--- src/rtl/serial_adder_ctrl.sv ---
// Bit-serial add/subtract engine. One full-adder cell is reused for WIDTH cycles, LSB first.
// The carry is held in a flop between bits, and a start/ready/done handshake sequences each operation.
module serial_adder_ctrl #(
    parameter int WIDTH = 8
) (
    input  logic             clk,
    input  logic             rst_n,
    input  logic             start,
    input  logic             sub,
    input  logic [WIDTH-1:0] a,
    input  logic [WIDTH-1:0] b,
    output logic             ready,
    output logic             busy,
    output logic             done,
    output logic [WIDTH-1:0] sum,
    output logic             cout,
    output logic             ovf
);

    localparam int CW = $clog2(WIDTH);

    typedef enum logic [1:0] {
        S_IDLE,
        S_RUN,
        S_DONE
    } state_e;

    state_e           state_q, state_d;
    logic [CW-1:0]    cnt_q, cnt_d;
    logic             carry_q, carry_d;
    logic [WIDTH-1:0] a_sr_q, a_sr_d;
    logic [WIDTH-1:0] b_sr_q, b_sr_d;
    // Only WIDTH-1 partial bits are stored; the final bit comes straight from the adder.
    logic [WIDTH-2:0] res_sr_q, res_sr_d;
    logic [WIDTH-1:0] sum_q, sum_d;
    logic             cout_q, cout_d;
    logic             ovf_q, ovf_d;

    logic fa_sum;
    logic fa_cout;
    logic last_bit;

    assign fa_sum   = a_sr_q[0] ^ b_sr_q[0] ^ carry_q;
    assign fa_cout  = (a_sr_q[0] & b_sr_q[0]) | (carry_q & (a_sr_q[0] ^ b_sr_q[0]));
    assign last_bit = (cnt_q == CW'(WIDTH - 1));

    // NOTE: every _d gets its hold value first so no path through the case can infer a latch.
    always_comb begin
        state_d  = state_q;
        cnt_d    = cnt_q;
        carry_d  = carry_q;
        a_sr_d   = a_sr_q;
        b_sr_d   = b_sr_q;
        res_sr_d = res_sr_q;
        sum_d    = sum_q;
        cout_d   = cout_q;
        ovf_d    = ovf_q;

        case (state_q)
            S_IDLE: begin
                if (start) begin
                    a_sr_d  = a;
                    b_sr_d  = b ^ {WIDTH{sub}};
                    carry_d = sub;
                    cnt_d   = '0;
                    state_d = S_RUN;
                end
            end
            S_RUN: begin
                carry_d  = fa_cout;
                res_sr_d = {fa_sum, res_sr_q[WIDTH-2:1]};
                a_sr_d   = {1'b0, a_sr_q[WIDTH-1:1]};
                b_sr_d   = {1'b0, b_sr_q[WIDTH-1:1]};
                cnt_d    = cnt_q + CW'(1);
                if (last_bit) begin
                    sum_d   = {fa_sum, res_sr_q};
                    cout_d  = fa_cout;
                    ovf_d   = carry_q ^ fa_cout;
                    state_d = S_DONE;
                end
            end
            S_DONE: begin
                state_d = S_IDLE;
            end
            default: begin
                state_d = S_IDLE;
            end
        endcase
    end

    // NOTE: the shift registers are plain flops, so they take the reset like any other state.
    always_ff @(posedge clk or negedge rst_n) begin
        if (!rst_n) begin
            state_q  <= S_IDLE;
            cnt_q    <= '0;
            carry_q  <= 1'b0;
            a_sr_q   <= '0;
            b_sr_q   <= '0;
            res_sr_q <= '0;
            sum_q    <= '0;
            cout_q   <= 1'b0;
            ovf_q    <= 1'b0;
        end else begin
            // NOTE: non-blocking so every flop samples the pre-edge value of its _d.
            state_q  <= state_d;
            cnt_q    <= cnt_d;
            carry_q  <= carry_d;
            a_sr_q   <= a_sr_d;
            b_sr_q   <= b_sr_d;
            res_sr_q <= res_sr_d;
            sum_q    <= sum_d;
            cout_q   <= cout_d;
            ovf_q    <= ovf_d;
        end
    end

    assign ready = (state_q == S_IDLE);
    assign busy  = (state_q != S_IDLE);
    assign done  = (state_q == S_DONE);
    assign sum   = sum_q;
    assign cout  = cout_q;
    assign ovf   = ovf_q;

endmodule
--- config.mk ---
export PLATFORM = sky130hd
export DESIGN_NAME = serial_adder_ctrl
export DESIGN_NICKNAME = d
export VERILOG_FILES = /design/src/rtl/serial_adder_ctrl.sv
export SDC_FILE = /design/constraint.sdc
export NUM_CORES = 1
export LEC_CHECK = 0
export ABC_CLOCK_PERIOD_IN_PS = 1600
export BUFFER_PORTS_ARGS = -buffer_cell sky130_fd_sc_hd__buf_4
export CAP_MARGIN = 15
export CORE_ASPECT_RATIO = 2
export CORE_MARGIN = 10
export CORE_UTILIZATION = 49
export CTS_CLUSTER_DIAMETER = 80
export CTS_CLUSTER_SIZE = 8
export DETAILED_ROUTE_END_ITERATION = 7
export GPL_ROUTABILITY_DRIVEN = 0
export PLACE_DENSITY = 0.75
export SLEW_MARGIN = 10
export SYNTH_ARGS = -nofsm -noshare
export SYNTH_HDL_FRONTEND = slang
export SYNTH_SLANG_ARGS = --single-unit
export TNS_END_PERCENT = 10
--- constraint.sdc ---
create_clock -name clk -period 1.6 [get_ports clk]
set_input_delay 0.16 -clock clk [delete_from_list [all_inputs] [get_ports clk]]
set_output_delay 0.16 -clock clk [all_outputs]
set_load 0.005 [all_outputs]
---- Yosys cells after proc, flatten, opt, wreduce, memory -nomap -nowiden ----
Cells that the tools add are included.
storage, ports and cells
  word-level logic and storage cells ...... 39
  register bits ........................... 39
  output and inout port bits .............. 13
  input port bits ......................... 20
cells by class
  bitwise logic cells ..................... 7
  reductions and logical operators ........ 6
  equality and inequality tests ........... 5
  add/subtract/negate cells ............... 1
  mux-type cells .......................... 11
operators by type and width
  cell                 count
  $pmux 8 s2           2
  $mux 8               2
  $xor 8x8->8          1
  $pmux 3 s2           1
  $reduce_and 2->1     3
  $mux 2               2
  $ne 2x2->1 const B   2
  $pmux 2 s2           1
  $reduce_bool 2->1    2
  $add 3x1->3 const B  1
  $eq 3x3->1 const B   1
  $mux 3               1
  $xor 1x1->1          3
  $and 1x1->1          2
  $eq 2x1->1 const B   1
  $eq 2x2->1 const B   1
  $logic_not 2->1      1
  $pmux 1 s2           1
  $mux 1               1
  $or 1x1->1           1

---- Logic depth before layout (Yosys ltp) ----
  depth after elaboration ................. 4
  mapped depth ............................ 6
  mapped depth without buffers ............ 5

---- Worst setup path before layout ----
Ideal clock, no wire load.
  kind .................................... register to register
  start ................................... reg cnt_q[0]
  end ..................................... reg cout_q (netlist: cout)
  path slack .............................. 0.082 ns
  required time ........................... 1.472 ns
  stages on the path, launching flop included .. 6
  library setup time ...................... 0.128 ns
  arrival time ............................ 1.390 ns
  period minus slack after synthesis ...... 1.518 ns
  buffers on the path ..................... 1
  cell sequence ........................... dfrtp_1 ha_1 ha_1 nand3b_1 buf_2 mux2_1
between the ends
  word-level cells in the longest chain between the ends .. 2
RTL lines
  what                        RTL line  source
  start: declaration          29        logic [CW-1:0] cnt_q, cnt_d;
  start signal: assignment    106       cnt_q <= cnt_d;
  $eq 3x3->1                  45        assign last_bit = (cnt_q == CW'(WIDTH - 1));
  $reduce_and 2->1 (no line)  n/a
  end signal: assignment      112       cout_q <= cout_d;
  end: declaration            36        logic cout_q, cout_d;
Every way passes these cells.
A chain may end at the register's enable or synchronous reset.

---- Worst setup path after layout ----
  start ................................... reg state_q[1]
  end ..................................... out ready
between the ends
  word-level cells in the longest chain between the ends .. 1
RTL lines
  what                      RTL line  source
  start: declaration        28        state_e state_q, state_d;
  start signal: assignment  105       state_q <= state_d;
  $logic_not 2->1           117       assign ready = (state_q == S_IDLE);
  end: declaration          12        output logic ready,
Every way passes these cells.

==> key figures <==
Yosys
  – Yosys reg bits: 39
  – Cell variety after synth: 29
  – Syn Inst Count: 156
  – Syn_nets: 179
  – Post-synth top area share: 53.2%
  – Yosys warnings: 0
  – Post-Syn Area: 1830 sq um
  – Seq/Total Area, Yosys: 53.2%
  – Syn Area/Cell: 11.8 sq um
  – Main synth FF type: dfrtp_1
  – Area leader, netlist: dfrtp_1
  – Asr flop ratio synth: 100%
  – Synth area leaders: dfrtp_1 (53%), mux2_1 (8.6%), a22oi_1 (4.5%)
  – Number of synthesized flops with an enable pin: 0

Hold path
  – Worst Hold End: a_sr_q[5]
  – Hold Path Cell Cnt: 3
  – Hold path start: a[5]
  – Worst Hold Class: in2reg

STA
  – Final period utilization: 94.9%
  – Hold Vio Cnt, Final: 0
  – Worst Max-Slew Pin Slew: 477 ps
  – # setup viols final: 0
  – Slew HR: 68.2%
  – Fmax: 0.658 GHz
  – Layout Skew: 6.03 ps
  – Final Max Tran Viols: 0
  – RSZ-0062 raised after global routing: false
  – Clock period minus worst slack: 1520 ps
  – Setup TNS: 0 ps

Global route
  – First-pass GRT wire length: 6490 um
  – Grt ovf: 0
  – Largest net degree at the start of global routing: 40
  – Initial antenna violation count: 0
  – Number of global-route vias before repair: 1437
  – Gr usage total: 11.7%

Power
  – Cell Pwr Density: 1680 nW/um^2
  – Gate power share: 38.2%
  – Sw Ratio: 32.1%
  – Net switching power: 1.22 mW
  – Cell Int Power: 2.58 mW
  – Clk network pwr share: 17.0%
  – Flop pwr share: 44.8%
  – Max VDD drop: 0.00100 V
  – Pleak: 1.06 nW

Critical path
  – Critical path capture point type: output port
  – Reg2reg end: sum[1]
  – Critical path's largest stage delay: 460 ps
  – CP top delay family: flip-flops
  – Most used cell along the critical path: buf_4
  – Slowest-stage cell, CP: dfrtp_2
  – Worst Path Class, Setup: reg2out
  – Worst Reg-to-Reg Cells: 5
  – Launch point of the worst reg-to-reg path: cnt_q[0]
  – Critical Path AT: 1360 ps
  – Max FO, Critical Path: 8
  – WP buf/inv: 3
  – Startpoint Class: flip-flop
  – Crit path required time: 1440 ps
  – Register-to-register setup slack: 90 ps
  – CP cell instances: buf_4, or2_2, inv_1, buf_4

Place
  – Port bufs: 32
  – Post-placement cell count: 235
  – Placement Cell Area: 2160 sq um
  – Final HPWL DP: 2880 um

Cells and area
  – Share of cells above drive strength 1: 27.8%
  – Final core occ: 62.6%
  – Final std cells w/o fill: 243
  – Final instance area: 2260 sq um
  – Fin nets: 217
  – Fillers: 294
  – Area grow syn2layout: 23.3%
  – ANT cells: 0
  – FF/Latch Area: 977 sq um
  – Multi-input logic area: 761 sq um

Die
  – Initial core utilization: 50.8%
  – I/O pins: 33
  – Chip Width: 63.3 um
  – Core footprint: 3610 sq um
  – Placement row count: 31
  – Die Footprint: 6740 sq um
  – Die H: 106 um

Drt
  – Vias: 1305
  – Post-route ant nets: 0
  – WL/cell: 15.5 um
  – DRT iter0 DRCs: 16
  – Pre-antenna DRT Iters: 4
  – Detailed Route WL: 3760 um
  – Via density: 5.37
  – # DRC: 0

Clock tree
  – Clock sink total: 39
  – TritonCTS clock tree: done
  – Number of CTS-inserted buffers: 5
  – Postcts setup bufs: 0
  – Clock tree buffer depth: 2
  – Reg clk slew, reported paths: 70 ps
  – Skew-Pair Late Insertion Delay: 280 ps
  – Root Buffer Master: clkbuf_8
  – Htree depth: 2

Status
  – Status: complete, no violations

Flow run
  – Max_cap viols: 0
worst max path at each step:
| stage | startpoint | end | slack (ps) | cells past startpoint |
|---|---|---|---|---|
| final | state_q[1] | ready | 80 | 4 |
| after global routing | state_q[1] | ready | 10 | 4 |
| after CTS | state_q[1] | ready | 40 | 4 |
| after detailed placement | cnt_q[0] | sum[1] | 90 | 5 |
| after global placement | cnt_q[0] | sum[1] | 140 | 5 |
| after floorplan | cnt_q[0] | cout | 80 | 5 |
cell usage in the layout (no fill, tap or decap):
cell            n
nand3b_1        1
or2_1           1
a21oi_1         9
and2b_1         3
fa_1            1
nor2b_1         9
or3b_1          1
xnor2_1         8
mux2_2          3
or2_2           1
o211ai_1        3
mux2_1         14
nand2_1         6
buf_12          2
a22o_1          2
dlygate4sd3_1   1
xor2_1          1
nor2_1          3
buf_4          40
dfrtp_1        38
dfrtp_2         1
a22oi_1        11
inv_1           6
o32ai_1         3
clkbuf_8        6
mux2i_1         1
o21ai_0         6
a221o_1         4
o21ai_1         6
clkinv_2        1
ha_1            2
tightest hold or removal path, stage by stage:
cell and delay, ps:
buf_4 80, a21oi_1 50, o21ai_1 100
timing repair:
item | in CTS | in global routing
hold buffers | 1 | 0
endpoints found under the setup margin | 0 | 1
resized for setup | 0 | 1
hold endpoints to repair | 39 | 0
power by group through the flow:
| stage | registers (mW) | logic (mW) | clock network, mW |
|---|---|---|---|
| 3_5_place_dp | 1.73 | 1.49 | 0 |
| 4_1_cts | 1.71 | 1.49 | 0.669 |
| 2_1_floorplan | 1.64 | 0.942 | 0 |
| 5_1_grt | 1.76 | 1.63 | 0.720 |
| 6_report | 1.70 | 1.45 | 0.645 |
| 3_3_place_gp | 1.68 | 1.41 | 0 |
synth_stat cells (4+ instances only):
library cell  number
a21oi_1            9
a221o_1            4
a22oi_1           11
buf_2              5
dfrtp_1           39
inv_1              6
mux2_1            14
nand2_1            6
nor2b_1            9
o21ai_0            6
o21ai_1            6
xnor2_1            8
flip-flops by register name, summed over array words and instances, names as in the netlist:
signal and flops:
carry_q 1, cout 1, ovf 1, b_sr_q 8, res_sr_q 7, sum 8, cnt_q 3, state_q 2
a_sr_q 8
final cells by class:
cell class | count | share of cell area [%]
multi-input combinational | 99 | 33.7
tap | 49 | 2.71
timing repair buffer | 43 | 15.5
clock inverter | 1 | 0.221
clock buffer | 6 | 3.65
inverter | 6 | 0.997
sequential | 39 | 43.2
per-stage QoR:
step           setup WS, ps  hold slack (ps)  power [mW]
3_3_place_gp            144              140        3.09
6_report               81.0              144        3.80
3_5_place_dp           89.7              155        3.21
4_1_cts                40.8              137        3.87
2_1_floorplan          82.3             -136        2.58
5_1_grt                10.8              159        4.10
layer usage:
metal / GRT usage, % / part of all wire, %
met5: 0 / 0
met4: 5.19 / 1.4
met3: 3.15 / 4.6
met2: 21.5 / 55
met1: 11.8 / 39
logic make-up (layout without fill, tap and decap cells):
family                   Yosys count  in the layout  share of synthesized area [%]
AO/OA/AOI/OAI                     44             44                           16.0
XOR/XNOR                           9              9                           4.30
adder cells (fa/ha/maj)            3              3                           2.46
buffers and inverters             18             56                           5.26
flip-flops                        39             39                           53.2
multiplexers                      18             18                           11.0
AND/OR/NAND/NOR                   25             25                           7.71
Power figures use the tool's default switching activity.
